## config.mk

```make
export PLATFORM = sky130hd
export DESIGN_NAME = program_sequencer
export DESIGN_NICKNAME = d
export VERILOG_FILES = /design/src/rtl/program_sequencer.sv
export SDC_FILE = /design/constraint.sdc
export NUM_CORES = 1
export LEC_CHECK = 0
export ABC_CLOCK_PERIOD_IN_PS = 1980
export BUFFER_PORTS_ARGS = -buffer_cell sky130_fd_sc_hd__buf_2
export CAP_MARGIN = 20
export CORE_MARGIN = 2
export CORE_UTILIZATION = 45
export CTS_BUF_LIST = sky130_fd_sc_hd__clkbuf_16
export CTS_CLUSTER_DIAMETER = 80
export DETAILED_ROUTE_END_ITERATION = 8
export HOLD_SLACK_MARGIN = 0.05
export PLACE_DENSITY = 0.82
export SYNTH_ARGS = -nofsm -noshare
export SYNTH_HDL_FRONTEND = slang
export SYNTH_SLANG_ARGS = --single-unit
```

## constraint.sdc

```tcl
create_clock -name Pclk -period 1.98 [get_ports Pclk]
set_input_delay 0.099 -clock Pclk [delete_from_list [all_inputs] [get_ports Pclk]]
set_output_delay 0.099 -clock Pclk [all_outputs]
set_load 0.02 [all_outputs]
```

## src/rtl/program_sequencer.sv

```systemverilog
// program_sequencer: steps a synchronous program ROM, hands each instruction to
// the SCU with a one-cycle scu_run pulse, and waits for scu_done before advancing.
// Optional feature: define SEQ_TIMEOUT_EN to add a Done-wait watchdog that halts
// the sequencer and raises a sticky Timeout flag after TIMEOUT cycles in WAIT.
module program_sequencer #(
  parameter int ADDR_W    = 5,
  parameter int DATA_W    = 16,
  parameter int LAST_ADDR = 31,
  parameter int TIMEOUT   = 255
) (
  input  logic              Pclk,
  input  logic              Reset,
  input  logic              Start,
  input  logic              Stop,
  input  logic              Loop,
  output logic [ADDR_W-1:0] rom_addr,
  input  logic [DATA_W-1:0] rom_data,
  output logic [DATA_W-1:0] instr,
  output logic              scu_run,
  input  logic              scu_done,
  output logic              Busy,
  output logic              Halted,
  output logic              Timeout
);

  localparam logic [ADDR_W-1:0] LAST_PC = ADDR_W'(LAST_ADDR);

  typedef enum logic [2:0] {
    S_IDLE  = 3'd0,
    S_FETCH = 3'd1,
    S_LOAD  = 3'd2,
    S_RUN   = 3'd3,
    S_WAIT  = 3'd4,
    S_ADV   = 3'd5,
    S_HALT  = 3'd6
  } state_e;

  state_e            state_q, state_d;
  logic [ADDR_W-1:0] pc_q, pc_d;
  logic [DATA_W-1:0] instr_q, instr_d;
  logic              stop_q, stop_d;
  logic              busy;
  logic              at_last;
  logic [ADDR_W-1:0] pc_inc;
  logic              to_hit;   // watchdog expiry in the current WAIT cycle

  assign busy    = (state_q != S_IDLE) && (state_q != S_HALT);
  assign at_last = (pc_q == LAST_PC);
  // Wrap to 0 after the final address; when LAST_PC is all-ones this is also
  // the natural modulo-2^ADDR_W rollover.
  assign pc_inc  = at_last ? '0 : pc_q + 1'b1;

`ifdef SEQ_TIMEOUT_EN
  localparam int CNT_W = (TIMEOUT < 1) ? 1 : $clog2(TIMEOUT + 1);
  // The count includes the current WAIT cycle, so the compare uses TIMEOUT-1
  // on the register: the TIMEOUT-th WAIT cycle without Done ends in HALT.
  localparam logic [CNT_W-1:0] CNT_LAST = CNT_W'(TIMEOUT - 1);

  logic [CNT_W-1:0] cnt_q, cnt_d;
  logic             to_q, to_d;

  assign to_hit = (state_q == S_WAIT) && !scu_done && (cnt_q == CNT_LAST);

  // Watchdog next state: counter runs only in WAIT (zero on entry), flag is
  // sticky until a restart from HALT.
  always_comb begin
    cnt_d = '0;
    to_d  = to_q;
    if (state_q == S_WAIT) cnt_d = cnt_q + 1'b1;
    if (to_hit)                            to_d = 1'b1;
    else if ((state_q == S_HALT) && Start) to_d = 1'b0;
  end

  // Watchdog registers.
  always_ff @(posedge Pclk or posedge Reset) begin
    if (Reset) begin
      cnt_q <= '0;
      to_q  <= 1'b0;
    end else begin
      cnt_q <= cnt_d;
      to_q  <= to_d;
    end
  end

  assign Timeout = to_q;
`else
  assign to_hit  = 1'b0;
  assign Timeout = 1'b0;
`endif

  // Next-state, pc and instruction-register logic.
  always_comb begin
    state_d = state_q;
    pc_d    = pc_q;
    instr_d = instr_q;
    case (state_q)
      S_IDLE: begin
        // Resume from the current pc.
        if (Start) state_d = S_FETCH;
      end
      S_HALT: begin
        // Restart the program from the top.
        if (Start) begin
          state_d = S_FETCH;
          pc_d    = '0;
        end
      end
      S_FETCH: state_d = S_LOAD;
      S_LOAD: begin
        instr_d = rom_data;
        state_d = S_RUN;
      end
      S_RUN:  state_d = S_WAIT;
      S_WAIT: begin
        if (scu_done)    state_d = S_ADV;
        else if (to_hit) state_d = S_HALT;
      end
      S_ADV: begin
        if (stop_q) begin
          state_d = S_IDLE;
          pc_d    = pc_inc;
        end else if (at_last) begin
          if (Loop) begin
            state_d = S_FETCH;
            pc_d    = '0;
          end else begin
            state_d = S_HALT;
          end
        end else begin
          state_d = S_FETCH;
          pc_d    = pc_inc;
        end
      end
      default: state_d = S_IDLE;
    endcase
  end

  // Stop request latch: set by Stop while busy, cleared as we drop into IDLE.
  always_comb begin
    stop_d = stop_q;
    if ((state_q == S_ADV) && (state_d == S_IDLE)) stop_d = 1'b0;
    else if (busy && Stop)                         stop_d = 1'b1;
  end

  // Main sequencer registers.
  always_ff @(posedge Pclk or posedge Reset) begin
    if (Reset) begin
      state_q <= S_IDLE;
      pc_q    <= '0;
      instr_q <= '0;
      stop_q  <= 1'b0;
    end else begin
      state_q <= state_d;
      pc_q    <= pc_d;
      instr_q <= instr_d;
      stop_q  <= stop_d;
    end
  end

  assign rom_addr = pc_q;
  assign instr    = instr_q;
  assign scu_run  = (state_q == S_RUN);
  assign Busy     = busy;
  assign Halted   = (state_q == S_HALT);

endmodule

```

==> results of run 1 <==
-- registers in the layout, summed over array words and instances (netlist names) --
register	cells
instr	16
rom_addr	5
state_q	3
stop_q	1
-- worst max-delay path, stage by stage, from the launching register on --
cell	delay, ps
dfrtp_1	410
ha_1	240
and3_1	190
ha_1	200
nor3b_2	190
or2b_1	230
a31o_2	240
-- final cells by class --
class / count / area (um2)
clock buffer: 3 / 75.07
clock inverter: 1 / 5.005
fill: 207 / 960.9
inverter: 7 / 26.28
multi-input combinational: 57 / 496.7
sequential: 25 / 625.6
tap: 30 / 37.54
timing repair buffer: 48 / 250.2
-- worst paths after layout --
kind | startpoint | endpoint | slack [ps]
worst min register to register | instr[12]$_DFFE_PP0N_ | instr[12]$_DFFE_PP0N_ | 500
max in group asynchronous | Reset | instr[1]$_DFFE_PP0N_ | 1310
worst min-delay path | rom_data[11] | instr[11]$_DFFE_PP0N_ | 80
worst max register to register | rom_addr[0]$_DFFE_PP0P_ | state_q[1]$_DFF_PP0_ | 190
min in group asynchronous | Reset | instr[12]$_DFFE_PP0N_ | 440
worst max-delay path | rom_addr[0]$_DFFE_PP0P_ | state_q[1]$_DFF_PP0_ | 190
-- per-stage QoR --
step           hold WS, ps  instances  area, um2  utilization
2_1_floorplan        126.3         93       1182            -
3_3_place_gp         153.8        166       1421       0.5737
3_5_place_dp         159.8        166       1421       0.5737
4_1_cts              70.90        171       1511       0.6101
5_1_grt              70.15        171       1516       0.6121
6_report             76.51        171       1516       0.6121
-- kinds of logic (layout without fill, tap and decap cells) --
group                    after synthesis  in the layout  synth area share
other                                  1              1          0.003172
flip-flops                            25             25            0.5291
buffers and inverters                 11             59           0.05502
AO/OA/AOI/OAI                         17             17           0.09949
AND/OR/NAND/NOR                       20             20            0.1312
adder cells (fa/ha/maj)                3              3           0.02963
multiplexers                          16             16            0.1524
-- metal layers --
metal,up-vias,wire length [um],track usage
met3,2,155,0.03279
met5,-,0,0
met4,0,12,0.06272
met1,419,942,0.2003
met2,36,1052,0.2517
li1,425,-,-
-- power by group --
| part | switching, mW | total [mW] | internal [mW] |
|---|---|---|---|
| registers | 0.213 | 0.974 | 0.761 |
| clock network | 0.155 | 0.426 | 0.271 |
| logic | 0.630 | 1.18 | 0.554 |
-- timing repair --
item / 4_1_cts / 5_1_grt
setup endpoints to repair: 0 / 6
hold buffers: 1 / 0
hold endpoints to repair: 25 / 0
gates resized for setup: 0 / 2
-- cells in the final DEF (no fill, tap or decap), drive strengths merged --
master,n
buf,47
dfrtp,25
mux2,16
inv,7
nand2,3
clkbuf,3
o21ai,3
nand2b,2
a21oi,2
a31oi,2
nor2b,2
ha,2
and2b,2
a21o,2
nand3b,1
nor3b,1
nand4b,1
and4bb,1
nor3,1
o22ai,1
maj3,1
o2bb2ai,1
or2b,1
a211oi,1
a31o,1
and2,1
and3,1
or3,1
and3b,1
a22o,1
o211ai,1
o31ai,1
nand3,1
a41oi,1
conb,1
clkinv,1
dlygate4sd3,1
==> results.md, run 1 <==
* Via density per instance at 5.158
* Fraction of synthesis flops using an asynchronous set or reset pin at 1.000
* Die Wd at 55.26 um
* Ant. Diodes at 0
* Half-perimeter wire length after detailed placement at 1668 um
* Worst setup EP type: flop
* Unrepaired setup endpoints after global routing: false
* TritonCTS clock tree: built
* Place WS at 41.30 ps
* Fraction of layout instances using a drive strength above 1 at 0.5390
* Total leakage power at 0.7469 nW
* First-pass iteration count of the detailed router at 4
* Total wire length after detailed routing at 2163 um
* Post-Syn Nets at 117
* Count of pins on the block boundary at 47
* CTS max path bufs at 2
* Worst-case vdd ir drop at 0.8730 mV
* # rows at 18
* Synth Instances at 93
* Setup slack of the critical path after layout at 188.4 ps
* Die Y at 55.26 um
* First-pass GRT wire length at 3815 um
* Post-CTS repair timing setup buffer count at 0
* Period utilization at 0.9049
* Number of max-cap violations at 0
* Startpoint type of the worst setup path: flop
* Post-synth top area share at 0.5291
* Number of buffers inserted by port buffering at 45
* Average cell area after synthesis at 12.71 um2
* Number of nets in the layout at 166
* Number of antenna violations at the first check in global routing at 0
* Synth cell count leaders: dfrtp_1 (25), mux2_2 (16), inv_1 (6)
* Syn Std Cell Area at 1182 um2
* Class of the tightest hold or removal check: in -> reg
* TNS Setup at 0 ps
* Cells on worst reg2reg path at 6
* Cell Pwr Density at 1703 nW/um2
* Part of the Yosys area used for sequential elements at 0.5291
* Status: completed
* Vias in the first global route at 876
* Initial core utilization at 0.4773
* Required time at the endpoint of the critical path at 2120 ps
* Final Skew at 3.755 ps
* CP max FO at 5
* Count of flip-flops with a built-in enable after synthesis at 0
* Setup violation total in the final timing report at 0
* Maximum clock frequency at 558.2 MHz
* Flip-flop and latch count after synthesis at 25
* Predominant post-synthesis flop cell: dfrtp_1
* Core ar. at 2477 um2
* Cts bufs inserted at 3
* Cells taking the most area after synthesis: dfrtp_1 (53%), mux2_2 (15%), ha_1 (2.1%), inv_1 (1.9%), and4bb_4 (1.4%)
* Most repeated cell in the gate-level netlist after synthesis: dfrtp_1
* Global-route congestion overflow total at 0
* Count of cells along the worst hold path at 2
* Ys Warns at 0
* Die area at 3054 um2
* CTS sink count at 25
* First-iteration detailed-routing DRC count at 16
* Cell accounting for the most synthesized area: dfrtp_1
* Combined global-route utilization of all metal layers at 0.1545
* Data arrival time of the critical path at 1940 ps
* Number of unique standard cell types used by synthesis at 40
* Final worst path period need at 1792 ps
* Post-detailed-route DRC marker count at 0
* Master cell of the clock root buffer: clkbuf_16
* Final hold vios at 0
* Number of pins with negative max-slew slack in the final report at 0
* Count of vias placed by the detailed router at 882
* Post-layout power at 2.583 mW
* Routability cong. at 0.7731
* DR WL/cell at 12.65 um
* Clock H-tree levels at 1
* Clock insertion delay at the later pin of the skew report at 250 ps
* Largest net degree at the start of global routing at 26
* Worst Setup Path Type: reg -> reg
* Area growth syn-to-layout at 28.25%
* Post-DRT Antenna Nets at 0
* CTS clk-pin slew, worst paths at 60 ps
Power figures use the tool's default switching activity.
==> run 2, diff against run 1 <==
--- a/config.mk
+++ b/config.mk
@@ -9,12 +9,12 @@
 export BUFFER_PORTS_ARGS = -buffer_cell sky130_fd_sc_hd__buf_2
 export CAP_MARGIN = 20
 export CORE_MARGIN = 2
-export CORE_UTILIZATION = 45
+export CORE_UTILIZATION = 47
 export CTS_BUF_LIST = sky130_fd_sc_hd__clkbuf_16
 export CTS_CLUSTER_DIAMETER = 80
 export DETAILED_ROUTE_END_ITERATION = 8
 export HOLD_SLACK_MARGIN = 0.05
-export PLACE_DENSITY = 0.82
+export PLACE_DENSITY = 0.85
 export SYNTH_ARGS = -nofsm -noshare
 export SYNTH_HDL_FRONTEND = slang
 export SYNTH_SLANG_ARGS = --single-unit
==> results.md, run 2 (synthesized netlist as in run 1, its figures left out) <==
* Sink of the worst hold path: instr[3]$_DFFE_PP0N_
* Reg-to-reg startpoint: rom_addr[0]$_DFFE_PP0P_
* Count of cells along the worst hold path at 2
* Clock insertion delay at the later pin of the skew report at 250 ps
* Number of antenna violations at the first check in global routing at 0
* Vias in the first global route at 844
* Global-route congestion overflow total at 0
* Number of buffers inserted by port buffering at 45
* Master cell of the clock root buffer: clkbuf_16
* Number of max-cap violations at 0
* CTS clk-pin slew, worst paths at 60 ps
* Post-CTS repair timing setup buffer count at 0
* Largest net degree at the start of global routing at 26
* Worst setup EP type: flop
* Highest metal layer used by the detailed router: met4
* Status: completed
* Final hold vios at 0
* CTS sink count at 25
* Startpoint type of the worst setup path: flop
* # rows at 18
* Fraction of layout instances using a drive strength above 1 at 0.5390
* CP max FO at 6
* Routability cong. at 0.8304
* Ant. Diodes at 0
* Cts bufs inserted at 3
* Class of the tightest hold or removal check: in -> reg
* Count of pins on the block boundary at 47
* Worst-case vdd ir drop at 0.9198 mV
* Post-detailed-route DRC marker count at 0
* R2R Setup Slk at 150 ps
* TNS Setup at 0 ps
* Via density per instance at 5.123
* Data arrival time of the critical path at 2000 ps
* Period utilization at 0.9249
* First-iteration detailed-routing DRC count at 10
* Maximum clock frequency at 546.0 MHz
* Final worst path period need at 1831 ps
* Met3 wire length at 176 um
* First-pass GRT wire length at 3539 um
* Worst hold margin at 75.55 ps
* Cell Pwr Density at 1722 nW/um2
* Final Skew at 3.451 ps
* Total wire length after detailed routing at 2310 um
* Post-DRT Antenna Nets at 0
* Commonest non-fill, non-tap cells in the layout: buf_2 (45), dfrtp_1 (25), mux2_2 (16), inv_1 (6)
* Cells on worst reg2reg path at 6
* Number of nets in the layout at 166
* DR WL/cell at 13.51 um
* Die Wd at 54.16 um
* First-pass iteration count of the detailed router at 4
* Met1 routed wirelength after detailed routing at 962 um
* Combined global-route utilization of all metal layers at 0.1695
* Die area at 2933 um2
* Setup violation total in the final timing report at 0
* Met2 routed WL at 1161 um
* CTS max path bufs at 2
* Worst Setup Path Type: reg -> reg
* Commonest non-fill, non-tap cell in the layout: buf_2
* Count of vias placed by the detailed router at 876
* Total leakage power at 0.7431 nW
* TritonCTS clock tree: built
* Die Y at 54.16 um
* Clock H-tree levels at 1
* Number of pins with negative max-slew slack in the final report at 0
* Required time at the endpoint of the critical path at 2150 ps
* R2r endpoint: rom_addr[3]$_DFFE_PP0P_
* Unrepaired setup endpoints after global routing: false
* Number of flip-flops in the largest register at 16
* Core ar. at 2432 um2
* Final non-filler cell area at 1519 um2
* Post-detailed-placement cell area at 1421 um2
* Area growth syn-to-layout at 28.47%
* HP Start: rom_data[3]
* Initial core utilization at 0.4861
* Half-perimeter wire length after detailed placement at 1717 um
-- run 2: cell count changes in the layout (fill, tap and decap cells not counted), sizes merged --
| cell | change |
|---|---|
| clkinv | -1 |
| clkinvlp | +1 |
-- run 2: power by group --
group	total, mW	switching, mW	internal, mW
sequential	0.973	0.212	0.761
combinational	1.20	0.643	0.553
clock	0.446	0.173	0.274
-- run 2: worst max path at each step --
| stage | start | endpoint | slack, ps | cells past startpoint |
|---|---|---|---|---|
| 3_3_place_gp | rom_addr[0]$_DFFE_PP0P_ | rom_addr[2]$_DFFE_PP0P_ | 180 | 6 |
| 2_1_floorplan | rom_addr[1]$_DFFE_PP0P_ | rom_addr[3]$_DFFE_PP0P_ | 180 | 6 |
| 4_1_cts | rom_addr[0]$_DFFE_PP0P_ | rom_addr[2]$_DFFE_PP0P_ | 60 | 6 |
| 5_1_grt | rom_addr[0]$_DFFE_PP0P_ | rom_addr[2]$_DFFE_PP0P_ | 40 | 6 |
| 3_5_place_dp | rom_addr[0]$_DFFE_PP0P_ | rom_addr[2]$_DFFE_PP0P_ | 8 | 6 |
| 6_report | rom_addr[0]$_DFFE_PP0P_ | rom_addr[3]$_DFFE_PP0P_ | 150 | 6 |
-- run 2: cell type report --
| type | count | area, um2 |
|---|---|---|
| Inverter | 7 | 26.28 |
| Timing Repair Buffer | 48 | 250.2 |
| Fill cell | 194 | 913.4 |
| Sequential cell | 25 | 625.6 |
| Tap cell | 30 | 37.54 |
| Multi-Input combinational cell | 57 | 496.7 |
| Clock inverter | 1 | 7.507 |
| Clock buffer | 3 | 75.07 |
-- run 2: what timing repair did --
| action | CTS | global route |
|---|---|---|
| gates cloned | 0 | 0 |
| endpoints found under the setup margin | 4 | 4 |
| hold buffers | 1 | 0 |
| resized for setup | 1 | 1 |
| hold endpoints to repair | 25 | 0 |
-- run 2: metal layers --
layer	GRT usage	up-vias
met5	0	-
met4	0.05000	0
met3	0.03889	2
met2	0.3052	34
met1	0.1982	414
li1	-	426
-- run 2: worst max-delay path, cell delays in order (launching register included) --
cell and delay, ps:
dfrtp_1 420, ha_1 240, and3_1 200, ha_1 200
and4bb_4 380, a41oi_1 140, a31oi_1 170
-- run 2: metrics by stage --
step,power [mW],instances,utilization,setup slack (ps)
2_1_floorplan,1.837,93,-,178.6
3_3_place_gp,2.118,166,0.5844,176.7
3_5_place_dp,2.187,166,0.5844,8.053
4_1_cts,2.638,171,0.6245,55.94
5_1_grt,2.801,171,0.6245,35.99
6_report,2.616,171,0.6245,148.6
